--- config.mk ---
export PLATFORM = sky130hd
export DESIGN_NAME = win_avg
export DESIGN_NICKNAME = d
export VERILOG_FILES = /design/src/rtl/win_avg.sv
export SDC_FILE = /design/constraint.sdc
export NUM_CORES = 2
export LEC_CHECK = 0
export CAP_MARGIN = 20
export CORE_UTILIZATION = 25
export DETAILED_ROUTE_END_ITERATION = 16
export GPL_TIMING_DRIVEN = 0
export PLACE_DENSITY_LB_ADDON = 0.12
export REMOVE_ABC_BUFFERS = 1
export SLEW_MARGIN = 30
export SYNTH_ARGS = -nofsm -noshare
export SYNTH_HDL_FRONTEND = slang
export SYNTH_SLANG_ARGS = --single-unit
--- constraint.sdc ---
create_clock -name clk -period 5.75 [get_ports clk]
set_clock_uncertainty 0.2 [all_clocks]
set_input_delay 1.15 -clock clk [delete_from_list [all_inputs] [get_ports clk]]
set_output_delay 1.15 -clock clk [all_outputs]
set_load 0.02 [all_outputs]
--- src/rtl/win_avg.sv ---
// win_avg -- sliding-window averager over the last 2^LOG2_N signed samples.
//
// One sample is accepted per rising edge with en=1. The last N = 2^LOG2_N
// samples live in a circular buffer; a running window sum is kept and a
// registered average (sum / N, done as a shift) is produced alongside it.
//
// Ports:
//   clk    in   1        clock, rising edge
//   rst    in   1        synchronous active-high reset
//   clr    in   1        synchronous window clear (same effect as rst)
//   en     in   1        sample strobe
//   x      in   DATA_W   signed sample
//   sum    out  ACC_W    signed sum of samples currently in the window
//   avg    out  DATA_W   signed window average (registered)
//   fill   out  LOG2_N+1 number of valid samples in the window, 0..N
//   full   out  1        fill == N
//   valid  out  1        one-cycle pulse: sample accepted, window full after it
//
// Build option:
//   AVG_ROUND_EN  defined   -> avg = (sum + N/2) >>> LOG2_N (round half up)
//                 undefined -> avg = sum >>> LOG2_N (floor)
module win_avg #(
  parameter int DATA_W = 32,
  parameter int LOG2_N = 7
) (
  input  logic                       clk,
  input  logic                       rst,
  input  logic                       clr,
  input  logic                       en,
  input  logic [DATA_W-1:0]          x,
  output logic [DATA_W+LOG2_N-1:0]   sum,
  output logic [DATA_W-1:0]          avg,
  output logic [LOG2_N:0]            fill,
  output logic                       full,
  output logic                       valid
);

  localparam int ACC_W = DATA_W + LOG2_N;
  localparam int N     = 1 << LOG2_N;
  localparam logic [LOG2_N:0] FILL_MAX = (LOG2_N+1)'(1) << LOG2_N;

  // Sample history. Never reset: fill/full mask stale entries.
  logic [DATA_W-1:0] mem [N];

  logic [LOG2_N-1:0]       wptr;
  logic signed [ACC_W-1:0] sum_q;
  logic [DATA_W-1:0]       avg_q;
  logic [LOG2_N:0]         fill_q;
  logic                    full_q;
  logic                    valid_q;

  logic                    flush;
  logic                    accept;
  logic [DATA_W-1:0]       old;
  logic signed [ACC_W-1:0] x_ext;
  logic signed [ACC_W-1:0] old_ext;
  logic signed [ACC_W-1:0] sum_nxt;
  logic [LOG2_N:0]         fill_nxt;
  logic [DATA_W-1:0]       avg_nxt;

  assign flush  = rst | clr;
  assign accept = en & ~flush;

  // Asynchronous read of the slot about to be overwritten; it only leaves
  // the sum once the window is full, before that it was never added.
  assign old     = full_q ? mem[wptr] : '0;
  assign x_ext   = {{LOG2_N{x[DATA_W-1]}}, x};
  assign old_ext = {{LOG2_N{old[DATA_W-1]}}, old};
  assign sum_nxt = sum_q + x_ext - old_ext;

  assign fill_nxt = (fill_q == FILL_MAX) ? fill_q : fill_q + 1'b1;

`ifdef AVG_ROUND_EN
  // One extra bit so adding N/2 to the largest sum cannot wrap.
  localparam logic [ACC_W:0] HALF = (ACC_W+1)'(1) << (LOG2_N-1);
  logic [ACC_W:0] rnd;
  logic           unused_rnd;

  assign rnd        = {sum_nxt[ACC_W-1], sum_nxt} + HALF;
  // >>> LOG2_N then truncate to DATA_W is exactly this bit slice.
  assign avg_nxt    = rnd[ACC_W-1:LOG2_N];
  assign unused_rnd = ^{rnd[ACC_W], rnd[LOG2_N-1:0]};
`else
  // Arithmetic shift by LOG2_N truncated to DATA_W == upper slice of the sum.
  assign avg_nxt = sum_nxt[ACC_W-1:LOG2_N];
`endif

  always_ff @(posedge clk) begin
    if (accept) mem[wptr] <= x;
  end

  always_ff @(posedge clk) begin
    if (flush) begin
      wptr    <= '0;
      sum_q   <= '0;
      avg_q   <= '0;
      fill_q  <= '0;
      full_q  <= 1'b0;
      valid_q <= 1'b0;
    end else if (accept) begin
      wptr    <= wptr + 1'b1;
      sum_q   <= sum_nxt;
      avg_q   <= avg_nxt;
      fill_q  <= fill_nxt;
      full_q  <= (fill_nxt == FILL_MAX);
      valid_q <= (fill_nxt == FILL_MAX);
    end else begin
      valid_q <= 1'b0;
    end
  end

  assign sum   = sum_q;
  assign avg   = avg_q;
  assign fill  = fill_q;
  assign full  = full_q;
  assign valid = valid_q;

endmodule

==> summary.txt <==
Run status
  • Status: finished with violations
  • Failing checks: negative setup slack

Floorplanning
  • Core area: 642300 sq um
  • Die area: 649500 sq um
  • IO Count: 117
  • Die W: 805.9 microns
  • Initial Utilization: 25.15%
  • Die Ht: 805.9 microns
  • # rows: 294

STA
  • Slew @ Worst Pin: 0.9881 ns
  • Final setup fails: 29
  • Worst slew margin: 33.94%
  • Fmax: 155.1 MHz
  • Crit share post-route: 112.1%
  • Final hold slack: 0.3098 ns
  • Final setup margin: -0.6986 ns
  • Slew Limit Fails: 0
  • Final Hold Fails: 0
  • Min Tclk post-route: 6.449 ns
  • RSZ-0062 raised after global routing: yes

Yosys
  • Mapped Cells: 6721
  • Post-synthesis async set-or-reset flop share: 0%
  • Unique masters post-synth: 52
  • Top cell type's share of synthesized area: 76.13%
  • Synth Cell Area: 161600 sq um
  • Synth Flop Type: edfxtp_1
  • Top post-synthesis cells by count: edfxtp_1 (4096), mux4_2 (1344), clkbuf_1 (227)
  • Most frequent cell after synthesis: edfxtp_1
  • Number of synthesized flops with an enable pin: 4096
  • Sequential fraction of the synthesis area: 76.91%
  • Synth Register Bits: 4159
  • Syn Area/Cell: 24.04 sq um
  • Area contributors post-synth: edfxtp_1 (76%), mux4_2 (19%), dfxtp_1 (0.78%)
  • YS warnings: 0
  • Cell accounting for the most synthesized area: edfxtp_1

Clock tree
  • CTS tree: built
  • CTS Sinks: 4159
  • CTS buffer count: 454
  • Clk_lat worst skew: 1.05 ns
  • Htree depth: 5
  • Reg clk slew, reported paths: 0.06 ns
  • Clock root buffer: clkbuf_16
  • CTS max path bufs: 4

GRT
  • First-pass GRT wire length: 709.3 mm
  • Pin count of the biggest net entering global routing: 82
  • Total GRT Usage: 15.91%
  • GRT Residual Overflow: 0
  • Antenna violations before repair: 47
  • Vias in the first global route: 79.49k

Placed design
  • Setup WS pre-CTS: -2.893 ns
  • PortBufs: 116
  • Post-detail-place hpwl: 353.7 mm
  • Placer congestion estimate: 0.7823

Route
  • Drt pass-1 iters: 7
  • Post-route DRC: 0
  • DR WL/cell: 31.61 microns
  • Final WL: 524.1 mm
  • Initial drt markers: 7148
  • Antenna viol nets, final: 0
  • Total number of vias: 75.84k
  • Vias per std cell: 4.575

Pwr
  • Power Total: 66.01 mW
  • Power density cells: 323.1 nW/um^2
  • Peak supply drop: 0.2872 mV
  • Leakage Power: 61.30 nW

Finish
  • Layout cells sized above 1: 37.16%
  • Fill cells: 60.82k
  • P&R area growth vs syn: 26.46%
  • Final net count: 7709

Critical path
  • CP startpoint kind: flip-flop
  • Critical path class: flip-flop to flip-flop
  • CP arrival: 7.14 ns
  • Setup crit end kind: flip-flop
  • Req. time, crit path: 6.44 ns
  • Critical Path Fanout Max: 7

Min path
  • Type of the worst min-delay path: input pin to flip-flop
  • Hold_sp: x[27]

Run
  • Max-cap violations: 0
-- registers in the layout, summed over array words and instances, names as in the netlist, named ones only --
signal and cells:
wptr 7, full 1, sum 39, fill 8
mem 4096, valid 1
-- stage by stage --
step	instance area, sq um	cells	utilization (%)	TNS (ns)
2_1_floorplan	159900	6338	-	-1589.12
3_3_place_gp	171800	15040	26.76	-
3_5_place_dp	185700	15540	28.92	-68.75
4_1_cts	203700	16520	31.72	-10.85
5_1_grt	204200	16550	31.80	-15.82
6_report	204300	16580	31.81	-11.78
-- cell usage in the layout (no fill, tap or decap), types with 9 or more instances in the layout --
| master | count |
|---|---|
| clkinvlp_4 | 9 |
| ha_1 | 12 |
| buf_6 | 10 |
| nand3_1 | 21 |
| bufbuf_16 | 39 |
| ha_4 | 22 |
| ha_2 | 9 |
| clkdlybuf4s50_1 | 83 |
| nand4_1 | 17 |
| o21ai_0 | 12 |
| nor2b_1 | 30 |
| clkbuf_16 | 457 |
| clkinv_1 | 107 |
| clkinv_2 | 85 |
| fa_1 | 36 |
| clkinv_16 | 9 |
| dfxtp_1 | 55 |
| clkbuf_1 | 94 |
| xor2_1 | 18 |
| bufinv_16 | 45 |
| nor2_4 | 128 |
| a21oi_2 | 11 |
| diode_2 | 32 |
| buf_2 | 21 |
| mux2i_1 | 45 |
| nor2_1 | 70 |
| buf_4 | 94 |
| inv_1 | 119 |
| a21o_1 | 28 |
| buf_12 | 72 |
| a21oi_1 | 29 |
| edfxtp_1 | 4096 |
| mux4_2 | 1344 |
| buf_16 | 433 |
| xnor2_1 | 22 |
| buf_8 | 45 |
| nand2_1 | 51 |
-- critical path, cell delays in order (launching register included) --
cell and delay [ns]:
dfxtp_4 0.39, buf_16 0.12, buf_16 0.14, buf_16 0.14, buf_16 0.15, buf_8 0.17
buf_6 0.15, mux4_2 0.49, mux4_2 0.57, mux4_2 0.69, mux2_2 0.33, nand2_1 0.09
fa_1 0.45, ha_4 0.28, a21o_1 0.20, a31o_2 0.23, a221o_1 0.36, nor3_4 0.30
o31ai_4 0.14, buf_12 0.16, a21oi_4 0.20, buf_6 0.13, xnor2_1 0.05, mux2i_1 0.13
nor2_1 0.05
-- what timing repair did --
item	4_1_cts	5_1_grt
pin swaps	45	30
buffers inserted	107	23
cloned	50	1
resized for setup	169	63
setup endpoints to repair	38	31
hold buffers	0	0
-- routing by layer --
metal  part of all wire (%)  GRT usage [%]
met2                     50          27.22
met4                    2.0          3.145
met3                    5.2          2.505
met5                      0              0
met1                     43          21.51
-- power by group --
group / internal (mW) / switching, mW
combinational: 1.55 / 2.08
clock: 16.6 / 12.4
sequential: 33.3 / 0.0935
total: 51.4 / 14.6
-- logic make-up after synthesis --
family | count (synthesis) | synth area share (%)
xor gates and xnor gates | 45 | 0.2439
adders and majority gates | 81 | 0.8039
AOI/OAI and AO/OA | 144 | 0.5746
DFF | 4159 | 76.91
buffers and inverters | 509 | 1.296
and+or+nand+nor | 381 | 1.069
muxes | 1402 | 19.10
-- area by class of cell --
type | count | area [sq um] | share of cell area [%]
clock buffer | 550 | 11760 | 5.758
antenna | 32 | 80.08 | 0.03919
sequential | 4159 | 124300 | 60.83
inverter | 126 | 476.7 | 0.2333
timing repair buffer | 798 | 17080 | 8.362
tap | 8584 | 10740 | 5.257
clock inverter | 275 | 2838 | 1.389
multi-input combinational | 2053 | 37040 | 18.13
-- final timing paths --
kind,end,cells after the start,slack (ns)
worst max-delay path,sum[29],24,-0.70
worst min-delay path,mem[6][27],1,0.31
worst max register to register,sum[29],24,-0.70
worst min register to register,sum[37],2,0.31
Note: power is estimated with default switching activity, not from simulation.
